## config.mk

```make
export PLATFORM = sky130hd
export DESIGN_NAME = spram_arbiter
export DESIGN_NICKNAME = d
export VERILOG_FILES = /design/src/rtl/spram_arbiter.sv
export SDC_FILE = /design/constraint.sdc
export NUM_CORES = 1
export LEC_CHECK = 0
export ABC_CLOCK_PERIOD_IN_PS = 1700
export CORE_ASPECT_RATIO = 1.5
export CORE_MARGIN = 2
export CORE_UTILIZATION = 30
export CTS_CLUSTER_SIZE = 16
export DETAILED_ROUTE_END_ITERATION = 8
export GPL_TIMING_DRIVEN = 1
export PLACE_DENSITY = 0.89
export SLEW_MARGIN = 10
export SYNTH_ARGS = -nofsm -noshare
export SYNTH_HDL_FRONTEND = slang
export SYNTH_SLANG_ARGS = --single-unit
```

## constraint.sdc

```tcl
create_clock -name clk -period 1.7 [get_ports clk]
set_input_delay 0.17 -clock clk [delete_from_list [all_inputs] [get_ports clk]]
set_output_delay 0.17 -clock clk [all_outputs]
set_load 0.01 [all_outputs]
```

## src/rtl/spram_arbiter.sv

```systemverilog
// Two-port round-robin arbiter in front of a single-port RAM.
// Each port has a one-entry read-response slot with valid/ready backpressure.
module spram_arbiter #(
    parameter int ADDR_WIDTH = 14,
    parameter int DATA_WIDTH = 32,
    localparam int MASK_WIDTH = DATA_WIDTH / 8
) (
    input  logic                  clk,
    input  logic                  resetn,

    input  logic                  a_cmd_valid,
    output logic                  a_cmd_ready,
    input  logic                  a_cmd_wr,
    input  logic [ADDR_WIDTH-1:0] a_cmd_addr,
    input  logic [MASK_WIDTH-1:0] a_cmd_mask,
    input  logic [DATA_WIDTH-1:0] a_cmd_data,
    output logic                  a_rsp_valid,
    input  logic                  a_rsp_ready,
    output logic [DATA_WIDTH-1:0] a_rsp_data,

    input  logic                  b_cmd_valid,
    output logic                  b_cmd_ready,
    input  logic                  b_cmd_wr,
    input  logic [ADDR_WIDTH-1:0] b_cmd_addr,
    input  logic [MASK_WIDTH-1:0] b_cmd_mask,
    input  logic [DATA_WIDTH-1:0] b_cmd_data,
    output logic                  b_rsp_valid,
    input  logic                  b_rsp_ready,
    output logic [DATA_WIDTH-1:0] b_rsp_data,

    output logic                  ram_en,
    output logic                  ram_wr,
    output logic [ADDR_WIDTH-1:0] ram_addr,
    output logic [MASK_WIDTH-1:0] ram_mask,
    output logic [DATA_WIDTH-1:0] ram_wrData,
    input  logic [DATA_WIDTH-1:0] ram_rdData
);

    typedef enum logic {
        PORT_A = 1'b0,
        PORT_B = 1'b1
    } port_e;

    port_e                 last_q, last_d;
    logic                  infl_a_q, infl_a_d;
    logic                  infl_b_q, infl_b_d;
    logic                  full_a_q, full_a_d;
    logic                  full_b_q, full_b_d;
    logic [DATA_WIDTH-1:0] slot_a_q, slot_a_d;
    logic [DATA_WIDTH-1:0] slot_b_q, slot_b_d;

    logic elig_a, elig_b;
    logic gnt_a, gnt_b;

    // A read needs a free slot (or one draining this cycle) and no read
    // already outstanding; writes never produce a response, so never wait.
    always_comb begin
        elig_a = 1'b0;
        elig_b = 1'b0;
        if (resetn) begin
            elig_a = a_cmd_valid &
                     (a_cmd_wr | (~infl_a_q & (~full_a_q | a_rsp_ready)));
            elig_b = b_cmd_valid &
                     (b_cmd_wr | (~infl_b_q & (~full_b_q | b_rsp_ready)));
        end
    end

    always_comb begin
        gnt_a  = 1'b0;
        gnt_b  = 1'b0;
        last_d = last_q;
        if (elig_a && elig_b) begin
            if (last_q == PORT_B) begin
                gnt_a = 1'b1;
            end else begin
                gnt_b = 1'b1;
            end
        end else begin
            gnt_a = elig_a;
            gnt_b = elig_b;
        end
        if (gnt_a) begin
            last_d = PORT_A;
        end else if (gnt_b) begin
            last_d = PORT_B;
        end
    end

    assign a_cmd_ready = gnt_a;
    assign b_cmd_ready = gnt_b;

    always_comb begin
        ram_en     = 1'b0;
        ram_wr     = 1'b0;
        ram_addr   = '0;
        ram_mask   = '0;
        ram_wrData = '0;
        if (gnt_a) begin
            ram_en     = 1'b1;
            ram_wr     = a_cmd_wr;
            ram_addr   = a_cmd_addr;
            ram_mask   = a_cmd_mask;
            ram_wrData = a_cmd_data;
        end else if (gnt_b) begin
            ram_en     = 1'b1;
            ram_wr     = b_cmd_wr;
            ram_addr   = b_cmd_addr;
            ram_mask   = b_cmd_mask;
            ram_wrData = b_cmd_data;
        end
    end

    // Data returns the cycle after issue; an arriving load wins over a pop.
    always_comb begin
        infl_a_d = gnt_a & ~a_cmd_wr;
        infl_b_d = gnt_b & ~b_cmd_wr;

        full_a_d = full_a_q & ~a_rsp_ready;
        slot_a_d = slot_a_q;
        if (infl_a_q) begin
            full_a_d = 1'b1;
            slot_a_d = ram_rdData;
        end

        full_b_d = full_b_q & ~b_rsp_ready;
        slot_b_d = slot_b_q;
        if (infl_b_q) begin
            full_b_d = 1'b1;
            slot_b_d = ram_rdData;
        end
    end

    always_ff @(posedge clk or negedge resetn) begin
        if (!resetn) begin
            last_q   <= PORT_B;
            infl_a_q <= 1'b0;
            infl_b_q <= 1'b0;
            full_a_q <= 1'b0;
            full_b_q <= 1'b0;
            slot_a_q <= '0;
            slot_b_q <= '0;
        end else begin
            last_q   <= last_d;
            infl_a_q <= infl_a_d;
            infl_b_q <= infl_b_d;
            full_a_q <= full_a_d;
            full_b_q <= full_b_d;
            slot_a_q <= slot_a_d;
            slot_b_q <= slot_b_d;
        end
    end

    assign a_rsp_valid = full_a_q;
    assign a_rsp_data  = slot_a_q;
    assign b_rsp_valid = full_b_q;
    assign b_rsp_data  = slot_b_q;

endmodule

```

==> reports/qor_table.md, run 1 <==
| Metric | Reported | Unit |
| --- | --- | --- |
| Ports | 260 | - |
| Antenna Diode Count | 0 | - |
| Antenna violations before repair | 0 | - |
| Hold Worst Slack | 0.159 | ns |
| Insertion delay to the later sink of the worst-skew pair | 0.33 | ns |
| Syn Area/Cell | 14.3 | um^2 |
| Maximum clock path buffer count | 2 | - |
| Floorplan die area | 11500 | um^2 |
| Maximum net fanout on the critical path | 5 | - |
| Setup TNS Final | -25.61 | ns |
| Cell type with the highest aggregate area in the netlist | dfrtp_1 | - |
| Portion of the post-synthesis area used by sequential elements | 0.543 | - |
| Min cycle time layout | 2.26 | ns |
| FP Rows | 46 | - |
| Post-synth top area share | 0.535 | - |
| Final Net Count | 660 | - |
| Maximum clock skew at final layout | 0.00567 | ns |
| Kind of launch point of the worst setup path | flip-flop | - |
| Via count | 3283 | - |
| Measured slew at the worst slew-check pin | 0.747 | ns |
| Leakage component of the power | 0.00295 | uW |
| Total power density per cell area | 996 | nW/um^2 |
| Clock H-tree levels | 3 | - |
| Combined area of all synthesized cells | 3180 | um^2 |
| Number of endpoints failing setup at the final stage | 54 | - |
| Worst-case headroom to the max-slew limit | 0.502 | - |
| Pins Over Slew Limit | 0 | - |
| Crit path capture type | output pin | - |
| Warnings from Yosys | 0 | - |
| Core Area | 10500 | um^2 |
| Setup repair after global routing missed its margin | yes | - |
| Share of final-layout standard cells stronger than drive strength 1 | 0.242 | - |
| DR WL/cell | 21.5 | um |
| Arrival time of the worst setup path | 2.09 | ns |
| Horizontal die dimension | 88.1 | um |
| Buffers added on ports | 259 | - |
| Detailed Routing Iterations Pass 1 | 4 | - |
| Pin count of the biggest net entering global routing | 60 | - |
| Top library cells by usage in the layout, fill and taps aside | clkdlybuf4s50_1, dfrtp_1, mux2_1, a22o_1, buf_6 | - |
| Fill count | 783 | - |
| Post-Syn Instances | 223 | - |
| GR Overflow Total | 0 | - |
| Total Wirelength | 14400 | um |
| Synthesized net count | 363 | - |
| Placer's final routability congestion estimate | 0.802 | - |
| Via count of the first global-routing pass | 3409 | - |
| Clock sinks | 69 | - |
| Area growth from synthesis to final layout | 111 | % |
| Worst path required time | 1.53 | ns |
| Half-perimeter wire length of the detailed placement result | 9970 | um |
| Root Buffer | clkbuf_16 | - |
| Number of storage elements in the synthesis netlist | 69 | - |
| Remaining DRCs | 0 | - |
| Top area cells in the synthesized netlist | dfrtp_1, mux2_1, a22o_1 | - |
| Clock tree from TritonCTS | built | - |
| Failing checks | setup timing | - |
| Clock edge transition at the registers on the reported setup and hold paths | 0.06 | ns |
| Top achievable clock speed | 443 | MHz |
| First-pass GRT wire length | 18900 | um |
| Die span in y | 130 | um |
| Final standard cell utilization of the core | 0.641 | - |
| Critical path launch point | a_rsp_valid | - |
| GR Util All Layers | 0.224 | - |
| FF-to-FF Start | a_rsp_valid | - |
| Initial Utilization | 0.304 | - |
| Antenna viol nets, final | 0 | - |
| Most common cell after layout, fill and taps aside | clkdlybuf4s50_1 | - |
| Final critical-path setup slack | -0.557 | ns |
| Total count of hold-check failures in the final report | 0 | - |
| Part of the cycle the worst path needs | 1.33 | - |
| Run status | complete, but fails checks | - |
| Max-cap violations | 0 | - |
| Class of the tightest hold or removal check | input pin to asynchronous set/reset pin | - |
| Worst-case setup slack after placement | -0.848 | ns |
| Synth cell types | 24 | - |
| Avg Vias per Cell | 4.91 | - |
| Max rail drop VDD | 0.790 | mV |
| Violation count after the first detailed-routing iteration | 95 | - |
| Number of buffers inserted during clock tree synthesis | 9 | - |
| Crit Path Category | flip-flop to output pin | - |
## area by class of cell
cell class / count / area [um^2] / share of cell area
clock inverters: 7 / 105 / 0.0157
repair buffers: 304 / 3100 / 0.461
well taps: 144 / 180 / 0.0269
inverters: 2 / 7.51 / 0.00112
multi-input cells: 134 / 1370 / 0.204
clock buffers: 9 / 225 / 0.0336
flip-flops and latches: 69 / 1730 / 0.258
## registers in the layout, indices dropped and copies added, names as in the netlist
| name | count |
|---|---|
| infl_a_q | 1 |
| b_rsp_data | 32 |
| infl_b_q | 1 |
| b_rsp_valid | 1 |
| a_rsp_valid | 1 |
| last_q | 1 |
| a_rsp_data | 32 |
## final timing paths
kind	end	slack, ns	cells past startpoint
max	ram_wrData[9]	-0.56	8
max in group asynchronous	a_rsp_data[29]	1.05	3
min	b_rsp_valid	0.16	3
max reg2reg	infl_b_q	0.12	6
min reg2reg	a_rsp_data[22]	0.48	1
min in group clk	infl_b_q	0.32	2
## where the power goes
group          internal (uW)  leakage [uW]  switching, uW
clock                   1300      0.000158            725
combinational           1510       0.00197            911
sequential              2040      0.000823            199
## cell families after synthesis
kind of cell | Yosys count | share of synthesized area
flip-flops | 69 | 0.543
AND/OR/NAND/NOR | 15 | 0.0382
multiplexers | 64 | 0.227
buffers and inverters | 20 | 0.0397
AO/OA/AOI/OAI | 55 | 0.152
## through the flow
stage | total power [uW] | instances | instance area, um^2
3_3_place_gp | 4440 | 624 | 5980
5_1_grt | 6990 | 669 | 6710
4_1_cts | 6670 | 660 | 6510
2_1_floorplan | 2960 | 223 | 3180
6_report | 6680 | 669 | 6710
3_5_place_dp | 4510 | 624 | 5980
## cells in the mapped netlist
master     n
o22ai_1    1
nand3_1    1
nand4_1    1
clkbuf_1   7
buf_2      5
nor4_4     1
nand2_1    3
nor3b_1    1
dfstp_2    1
mux2_1    64
nand2b_1   1
a21o_1     3
inv_1      2
dfrtp_1   68
buf_6      6
nor2_2     1
or3_4      1
or3b_1     1
and4_4     1
a22o_1    50
a21oi_4    1
nor2b_4    1
nor3_1     1
and2b_1    1
## routing by layer
metal,track usage,part of all wire
met1,0.233,0.34
met2,0.400,0.54
met3,0.0942,0.097
met4,0.0793,0.027
met5,0,0
## worst max-delay path, cell delays in order, from the launching register on
cell and delay, ns:
dfrtp_1 0.36, or3b_4 0.39, and4_4 0.17, a21oi_4 0.17, buf_6 0.13, buf_6 0.12
buf_16 0.12, a22o_1 0.18, buf_6 0.13
## repair_timing
action	in CTS	in global routing
endpoints found under the hold margin	10	0
setup buffers	12	6
gates resized for setup	249	23
hold buffers	1	0
cloned	8	6
setup endpoints to repair	54	54
pin swaps	15	20
No activity file was read; power rests on OpenSTA's default activity.
==> run 2: changes to the inputs <==
Settings changed: ABC_CLOCK_PERIOD_IN_PS 1700 to not set, REMOVE_ABC_BUFFERS set to 1.
==> run 2 against run 1 <==
The flow still finishes with violations (setup timing). Utilization is 1.8 points lower. First-iteration DRC count is 8.4% higher. Clock skew is 0.00057 ns lower. Routed wire length is 11% lower. Hold slack better by 0.049 ns. Largest power group unchanged.
==> reports/qor_table.md, run 2 (synthesis gave the netlist of run 1 again) <==
| Metric | Reported | Unit | Change |
| --- | --- | --- | --- |
| Crit path capture type | output pin | - | unchanged |
| Clock edge transition at the registers on the reported setup and hold paths | 0.05 | ns | was 0.06 ns |
| Worst-case setup slack after placement | -0.954 | ns | was -0.848 ns |
| GR Overflow Total | 0 | - | unchanged |
| Maximum clock skew at final layout | 0.00510 | ns | was 0.00567 ns |
| Half-perimeter wire length of the detailed placement result | 10100 | um | was 9970 um |
| Number of endpoints failing setup at the final stage | 54 | - | unchanged |
| Avg Vias per Cell | 4.80 | - | was 4.91 |
| Ports | 260 | - | unchanged |
| FP Rows | 46 | - | unchanged |
| DR WL/cell | 19.5 | um | was 21.5 um |
| Clock tree from TritonCTS | built | - | unchanged |
| Max rail drop VDD | 0.400 | mV | was 0.790 mV |
| Clock sinks | 69 | - | unchanged |
| Kind of launch point of the worst setup path | input pin | - | was flip-flop |
| Run status | complete, but fails checks | - | unchanged |
| Maximum clock path buffer count | 2 | - | unchanged |
| Number of buffers inserted during clock tree synthesis | 9 | - | unchanged |
| Max-cap violations | 0 | - | unchanged |
| Part of the cycle the worst path needs | 1.28 | - | was 1.33 |
| Class of the tightest hold or removal check | input pin to asynchronous set/reset pin | - | unchanged |
| Top achievable clock speed | 460 | MHz | was 443 MHz |
| Setup slack, reg-to-reg | 0.03 | ns | was 0.12 ns |
| Initial Utilization | 0.304 | - | unchanged |
| Via count | 3158 | - | was 3283 |
| Via count of the first global-routing pass | 3272 | - | was 3409 |
| Top library cells by usage in the layout, fill and taps aside | clkdlybuf4s50_1, dfrtp_1, mux2_1, a22o_1, buf_2 | - | was clkdlybuf4s50_1, dfrtp_1, mux2_1, a22o_1, buf_6 |
| Clock H-tree levels | 3 | - | unchanged |
| Insertion delay to the later sink of the worst-skew pair | 0.32 | ns | was 0.33 ns |
| Amount of wire on met3 after detailed routing | 1120 | um | was 1390 um |
| Worst-case headroom to the max-slew limit | 0.477 | - | was 0.502 |
| Crit Path Category | input pin to output pin | - | was flip-flop to output pin |
| Post-layout instance area | 6530 | um^2 | was 6710 um^2 |
| Pins Over Slew Limit | 0 | - | unchanged |
| Die span in y | 130 | um | unchanged |
| Root Buffer | clkbuf_16 | - | unchanged |
| Horizontal die dimension | 88.1 | um | unchanged |
| GR Util All Layers | 0.210 | - | was 0.224 |
| Detailed-routed wire length on met2 | 6420 | um | was 7730 um |
| Failing checks | setup timing | - | unchanged |
| Share of final-layout standard cells stronger than drive strength 1 | 0.239 | - | was 0.242 |
| Hold Worst Slack | 0.208 | ns | was 0.159 ns |
| Core Area | 10500 | um^2 | unchanged |
| Final Net Count | 650 | - | was 660 |
| Pin count of the biggest net entering global routing | 66 | - | was 60 |
| First-pass GRT wire length | 17800 | um | was 18900 um |
| Remaining DRCs | 0 | - | unchanged |
| Total count of hold-check failures in the final report | 0 | - | unchanged |
| Final critical-path setup slack | -0.472 | ns | was -0.557 ns |
| Total power | 6160 | uW | was 6680 uW |
| Detailed Routing Iterations Pass 1 | 4 | - | unchanged |
| Placer's final routability congestion estimate | 0.895 | - | was 0.802 |
| Antenna Diode Count | 0 | - | unchanged |
| Arrival time of the worst setup path | 2.00 | ns | was 2.09 ns |
| Min cycle time layout | 2.17 | ns | was 2.26 ns |
| Total Wirelength | 12800 | um | was 14400 um |
| Antenna violations before repair | 0 | - | unchanged |
| Floorplan die area | 11500 | um^2 | unchanged |
| Antenna viol nets, final | 0 | - | unchanged |
| Area growth from synthesis to final layout | 105 | % | was 111% |
| Measured slew at the worst slew-check pin | 0.785 | ns | was 0.747 ns |
| Most common cell after layout, fill and taps aside | clkdlybuf4s50_1 | - | unchanged |
| Maximum net fanout on the critical path | 8 | - | was 5 |
| Placed cell area | 6020 | um^2 | was 5980 um^2 |
| Total power density per cell area | 943 | nW/um^2 | was 996 nW/um^2 |
| Violation count after the first detailed-routing iteration | 103 | - | was 95 |
| Highest metal layer with signal wires | met4 | - | unchanged |
| Buffers added on ports | 259 | - | unchanged |
| Routed metal-1 wire length | 5100 | um | was 4860 um |
| Setup TNS Final | -22.82 | ns | was -25.61 ns |
| Worst path required time | 1.53 | ns | about the same |
| Leakage component of the power | 0.00287 | uW | was 0.00295 uW |
| Setup repair after global routing missed its margin | yes | - | unchanged |
## run 2: cell type report
type	count	area (um^2)
Fill cell	832	3950
Timing Repair Buffer	294	2910
Sequential cell	69	1730
Multi-Input combinational cell	134	1440
Clock buffer	11	233
Tap cell	144	180
Clock inverter	4	26.3
Inverter	2	7.51
## run 2: timing repair
action                                  CTS  global route
hold buffers                              1             0
endpoints found under the setup margin   54            54
pin swaps                                 5             7
cloned                                    3             5
endpoints found under the hold margin     4             0
resized for setup                       250             9
buffers inserted                          5             4
## run 2: worst max-delay path: stages
cell and delay (ns):
clkdlybuf4s50_1 0.46, or3b_4 0.39, and4_4 0.19, a21oi_4 0.16, buf_12 0.18, clkbuf_16 0.17
a22o_1 0.13, buf_2 0.14
## run 2: worst paths after layout
path	cells past startpoint	start	end
worst min register to register	1	b_rsp_data[23]	b_rsp_data[23]
min in group clk	2	ram_rdData[24]	a_rsp_data[24]
worst max-delay path	8	a_rsp_ready	ram_wrData[23]
worst min-delay path	3	resetn	a_rsp_data[24]
worst max register to register	7	infl_b_q	infl_b_q
max in group asynchronous	3	resetn	a_rsp_valid
## run 2: per-layer routing
layer	global-route usage	vias up
met3	0.0531	17
li1	-	1424
met5	0	-
met1	0.263	1509
met2	0.357	208
met4	0.0597	0
## run 2: metrics by stage
step	util	std cells
6_report	0.623	658
2_1_floorplan	-	205
4_1_cts	0.608	650
3_3_place_gp	0.575	626
3_5_place_dp	0.575	626
5_1_grt	0.623	658
## run 2: power breakdown
part / total (uW) / internal (uW) / switching, uW
logic: 2330 / 1470 / 860
registers: 2230 / 2040 / 197
clock network: 1590 / 974 / 615
==> run 3: changes to the inputs <==
Settings changed: GPL_ROUTABILITY_DRIVEN set to 1.
==> results of run 3 <==
The final DEF is identical to that of run 2; final timing and power are the same.
==> edit 1: new RTL, flow settings as in run 3 <==
Change the parameter `ADDR_WIDTH` from 14 to 15.
--- a/src/rtl/spram_arbiter.sv
+++ b/src/rtl/spram_arbiter.sv
@@ -1,7 +1,7 @@
 // Two-port round-robin arbiter in front of a single-port RAM.
 // Each port has a one-entry read-response slot with valid/ready backpressure.
 module spram_arbiter #(
-    parameter int ADDR_WIDTH = 14,
+    parameter int ADDR_WIDTH = 15,
     parameter int DATA_WIDTH = 32,
     localparam int MASK_WIDTH = DATA_WIDTH / 8
 ) (
Interface: changed (resized a_cmd_addr, b_cmd_addr and ram_addr); port bits go from 260 to 263. The function was not compared with the original's and may differ.
==> edit 1 against run 3 <==
The run still ends with setup timing left. Clock power grew 8%. Routed wire length increased by 17%. Sequential cell count stayed put. Worst hold slack lost 0.13 ns. Area after synthesis shrank 0.91%. Synthesized cell count increased by 0.45%. Worst setup slack worse by 0.051 ns. Power rose by 4.7%. Non-clock buffer count rose by 23. Final area is 5.7% higher. Register-to-register slack hardly changed. Global-route usage rose by 4.1 points. Highest routed layer is now met5.
==> edit 1: results (changes against run 3) <==
stage,metric,value,unit,change
yosys,Post-Synthesis Mean Instance Area,14.1,sq um,-1.3%
run_status,violations in the final reports,setup timing,,
sta,fin worst setup slack,-0.523,ns,-0.0510 ns
yosys,share of the yosys chip area belonging to registers,54.8,%,+0.50 points
sta,post-route fraction of the period consumed by the critical path,131,%,+3.0 points
final_layout,Filler Cell Count,756,,-9.1%
place,worst slack after detailed placement,-0.961,ns,-0.00733 ns
sta,worst setup skew after layout,0.00607,ns,+0.000968 ns
yosys,"top cells by area, synth","dfrtp_1, mux2_1, a22o_1",,
place,final weighted congestion in routability-driven placement,0.818,,-8.6%
worst_setup_path,crit path DAT,2.05,ns,+0.05 ns
power_and_ir_drop,maximum VDD drop,0.414,mV,+3.6%
run_status,outcome,"finished, violations left",,
sta,total of endpoints with negative setup slack in the final report,55,,+1.9%
yosys,share of cell area taken by muxes after synthesis,22.9,%,+0.21 points
route,starting DRC count in detailed routing,94,,-8.7%
place,placed wire-length estimate after detailed placement,11.2,mm,+10%
place,cell count after placement,628,,+0.32%
route,via total after detailed routing,3335,,+5.6%
global_routing,largest net degree at the start of global routing,57,,-14%
power_and_ir_drop,Lkg Pwr,3.06,nW,+6.5%
final_layout,nets@finish,676,,+4.0%
global_routing,All-Layer GR Usage,25.0,%,+4.1 points
global_routing,first-pass GRT wire length,20.3,mm,+14%
global_routing,number of global-route vias before repair,3545,,+8.3%
worst_setup_path,maximum fanout count along the critical path,6,,-2
yosys,Synth Area in Compound Gates,15.6,%,+0.42 points
route,Total Routed Length,14.9,mm,+17%
place,Buffers on Ports,262,,+1.2%
-- edit 1: cell count changes after synthesis --
cell      change
nor2b_1       +1
a22o_1        +1
and4_1        +1
and2b_1       -1
buf_4         +3
clkbuf_1      +3
and4_4        -1
buf_6         -6
-- edit 1: area by class of cell --
type	count	area (sq um)	share of cell area, %
diodes	1	2.50	0.0363
clock buffers	13	260	3.77
clock inverters	3	20.0	0.290
inverters	2	7.51	0.109
multi-input cells	135	1510	21.9
flip-flops and latches	69	1730	25.0
well taps	141	176	2.56
repair buffers	317	3200	46.3
-- edit 1: report_power, final --
| part | internal (mW) | total (mW) | switching, mW |
|---|---|---|---|
| Combinational | 1.56 | 2.48 | 0.926 |
| Sequential | 2.04 | 2.25 | 0.211 |
| Clock | 1.06 | 1.71 | 0.648 |
-- edit 1: worst paths after layout --
check | from | slack, ns | end | depth (start not counted)
max | infl_b_q$_DFF_PN0_ | -0.52 | ram_wrData[18] | 8
min | resetn | 0.08 | b_rsp_data[11]$_DFFE_PN0P_ | 2
max reg2reg | infl_b_q$_DFF_PN0_ | 0.03 | infl_b_q$_DFF_PN0_ | 7
min reg2reg | a_rsp_data[1]$_DFFE_PN0P_ | 0.48 | a_rsp_data[1]$_DFFE_PN0P_ | 1
max in group asynchronous | resetn | 0.87 | last_q$_DFFE_PN1P_ | 4
min in group clk | a_cmd_wr | 0.20 | infl_a_q$_DFF_PN0_ | 3
-- edit 1: cells by family (layout without fill, tap and decap cells) --
group,count (synthesis),after routing
AOI/OAI and AO/OA,56,56
and+or+nand+nor,15,15
buffers and inverters,20,335
DFF,69,69
other,0,1
muxes,64,64
-- edit 1: what timing repair did --
item                                    CTS  global route
gates resized for setup                 268            30
cloned                                    5             4
buffers inserted                         18            11
hold endpoints to repair                 12             0
hold buffers                              1             0
endpoints found under the setup margin   55            56
pin swaps                                16            49
-- edit 1: routing by layer --
layer  GRT usage, %  wire [microns]
met4           10.7             546
met5              0              13
met3           8.66            1550
met2           42.2            7390
met1           28.5            5450
-- edit 1: critical path, stage by stage (launching register included) --
cell     delay [ns]
dfrtp_1        0.37
nor2b_4        0.13
buf_6          0.12
nor4_4         0.28
nor2_4         0.14
buf_12         0.16
buf_16         0.13
a22o_4         0.26
buf_6          0.13
-- edit 1: per-stage QoR --
stage          total power, mW  hold slack, ns  utilization (%)  setup TNS [ns]  instance area (sq um)
3_5_place_dp              4.56           0.134             59.4          -47.61                   6050
3_3_place_gp              4.47           0.133             59.4          -46.26                   6050
6_report                  6.44          0.0789             67.7          -25.34                   6900
4_1_cts                   6.43          0.0883             65.7          -26.72                   6690
2_1_floorplan             2.93          -0.126                -          -70.14                   3070
5_1_grt                   6.74           0.131             67.7          -29.46                   6900
==> edit 2: new RTL, settings of run 3 <==
Made on the original files. Make the reset (`resetn`) synchronous in one clocked block.
--- a/src/rtl/spram_arbiter.sv
+++ b/src/rtl/spram_arbiter.sv
@@ -130,7 +130,7 @@
         end
     end
 
-    always_ff @(posedge clk or negedge resetn) begin
+    always_ff @(posedge clk) begin
         if (!resetn) begin
             last_q   <= PORT_B;
             infl_a_q <= 1'b0;
Formal check against the unedited RTL: differs if resetn is asserted again (counterexample within 4 cycles, from zero or initial values and one cycle with resetn low); with resetn held inactive, the same outputs for 10 cycles.
==> edit 2 against run 3 <==
The run still ends with setup timing left. Via count up 9.7%. Final area is 5.4% lower. Count of clock-buffer cells in the layout rose by 2. Global-route usage grew 3.6 points. Routed wire length increased by 12%. Area after synthesis fell by 3.8%. Register-to-register slack improved by 0.32 ns. Synthesized cell count up 34%. Sequential cell count unchanged. Core utilization fell by 0.73 points. Clock skew decreased by 0.0012 ns. Worst setup slack got worse by 0.025 ns. Critical path depth is 1 lower. Critical path type is now reg2out. Largest cell class unchanged.
Power is not compared: it rests on default switching activity, and its combinational part moved more than twofold at a synthesized area within 25%.
==> edit 2: results (changes against run 3) <==
stage,metric,value,unit,change
run_status,outcome,"finished, violations left",,
yosys,Post-Synthesis Mean Instance Area,10.3,sq um,-28%
global_routing,first-pass GRT wire length,20.5,mm,+15%
worst_setup_path,maximum fanout count along the critical path,5,,-3
sta,fin worst setup slack,-0.497,ns,-0.0246 ns
yosys,top post-synthesis cells by count,"dfxtp_1, nor2_1, mux2i_1, a22o_1, buf_2",,
run_status,violations in the final reports,setup timing,,
final_layout,Filler Cell Count,822,,-1.2%
yosys,warnings from Yosys,0,,unchanged
final_layout,layout cells sized above 1,20.0,%,-4.0 points
clock_network,clk root buf,clkbuf_16,,
worst_setup_path,kind of cell with the highest combined delay on the critical path,simple AND/OR/NAND/NOR gates,,
route,starting DRC count in detailed routing,61,,-41%
worst_hold_path,path category of the worst min-delay check,in2reg,,
place,cell count after placement,670,,+7.0%
sta,worst slew margin relative to its limit,60.1,%,+12 points
route,detailed route wirelength on metal3,1.64,mm,+47%
worst_setup_path,crit path DAT,2.03,ns,+0.03 ns
sta,total of endpoints with negative setup slack in the final report,53,,-1.9%
worst_setup_path,CP peak stage delay,0.41,ns,-0.05 ns
yosys,fraction of registers with async set or reset after synthesis,0,%,-100 points
global_routing,largest net degree at the start of global routing,38,,-42%
route,Post-Route M1 WL,5.89,mm,+16%
sta,worst setup skew after layout,0.00387,ns,-0.00124 ns
yosys,"top cells by area, synth","dfxtp_1, mux2i_1, a22o_1",,
yosys,post-synthesis xor/xnor area fraction,0,%,unchanged
place,placed wire-length estimate after detailed placement,10.6,mm,+5.0%
global_routing,met3 track demand over resource in global routing,9.40,%,+4.1 points
yosys,share of the yosys chip area belonging to registers,45.2,%,-9.2 points
final_layout,nets@finish,717,,+10%
global_routing,met1 track demand over resource in global routing,30.3,%,+4.1 points
route,routed wire length on met2,6.68,mm,+4.1%
yosys,most common flop cell mapped by yosys,dfxtp_1,,
yosys,Synth Area in Compound Gates,15.1,%,-0.052 points
yosys,number of distinct library cell variants in the gate-level netlist after synthesis,26,,+8.3%
worst_setup_path,"slowest stage cell, crit path",or3b_4,,
route,via total after detailed routing,3465,,+9.7%
place,final weighted congestion in routability-driven placement,0.872,,-2.6%
global_routing,number of global-route vias before repair,3681,,+13%
sta,Setup Total Neg Slack,-23.19,ns,-0.369 ns
final_layout,Non-Filler Instances,698,,+6.1%
## edit 2: changes by cell type in the layout (fill, tap and decap cells not counted), moves of 11 or more
cell / delta
a22o_1: +11
dfrtp_1: -68
a22o_4: -11
mux2i_1: +64
dfxtp_1: +65
mux2_1: -64
nor2_1: +66
## edit 2: final timing paths
kind / start / end / slack, ns / depth (start not counted)
setup / recovery: a_rsp_valid$_SDFF_PN0_ / ram_wrData[25] / -0.50 / 7
hold / removal: b_cmd_wr / infl_b_q$_SDFF_PN0_ / 0.41 / 3
hold reg to reg: a_rsp_data[0]$_SDFFE_PN0P_ / a_rsp_data[0]$_SDFFE_PN0P_ / 0.49 / 2
setup reg to reg: b_rsp_valid$_SDFF_PN0_ / last_q$_SDFFE_PN1P_ / 0.35 / 6
## edit 2: what timing repair did
action | 4_1_cts | 5_1_grt
gates resized for setup | 242 | 17
cloned | 2 | 3
buffers inserted | 7 | 4
endpoints found under the setup margin | 54 | 54
pin swaps | 14 | 25
## edit 2: cell families after synthesis
logic type / after synthesis
buffers and inverters: 28
AO/OA/AOI/OAI: 54
multiplexers: 64
flip-flops: 69
AND/OR/NAND/NOR: 83
## edit 2: per-stage QoR
stage | setup slack, ns | util, %
2_1_floorplan | -1.62 | -
3_3_place_gp | -0.819 | 58.2
3_5_place_dp | -0.837 | 58.2
4_1_cts | -0.527 | 60.6
5_1_grt | -0.562 | 61.6
6_report | -0.497 | 61.6
## edit 2: layout make-up
cell class                 count  area [sq um]  share of cell area [%]
timing repair buffer         293          2840                    46.0
clock buffer                  13           250                    4.06
sequential                    69          1390                    22.5
inverter                       3          11.3                   0.182
clock inverter                 2          10.0                   0.162
multi-input combinational    201          1530                    24.8
tap                          117           146                    2.37
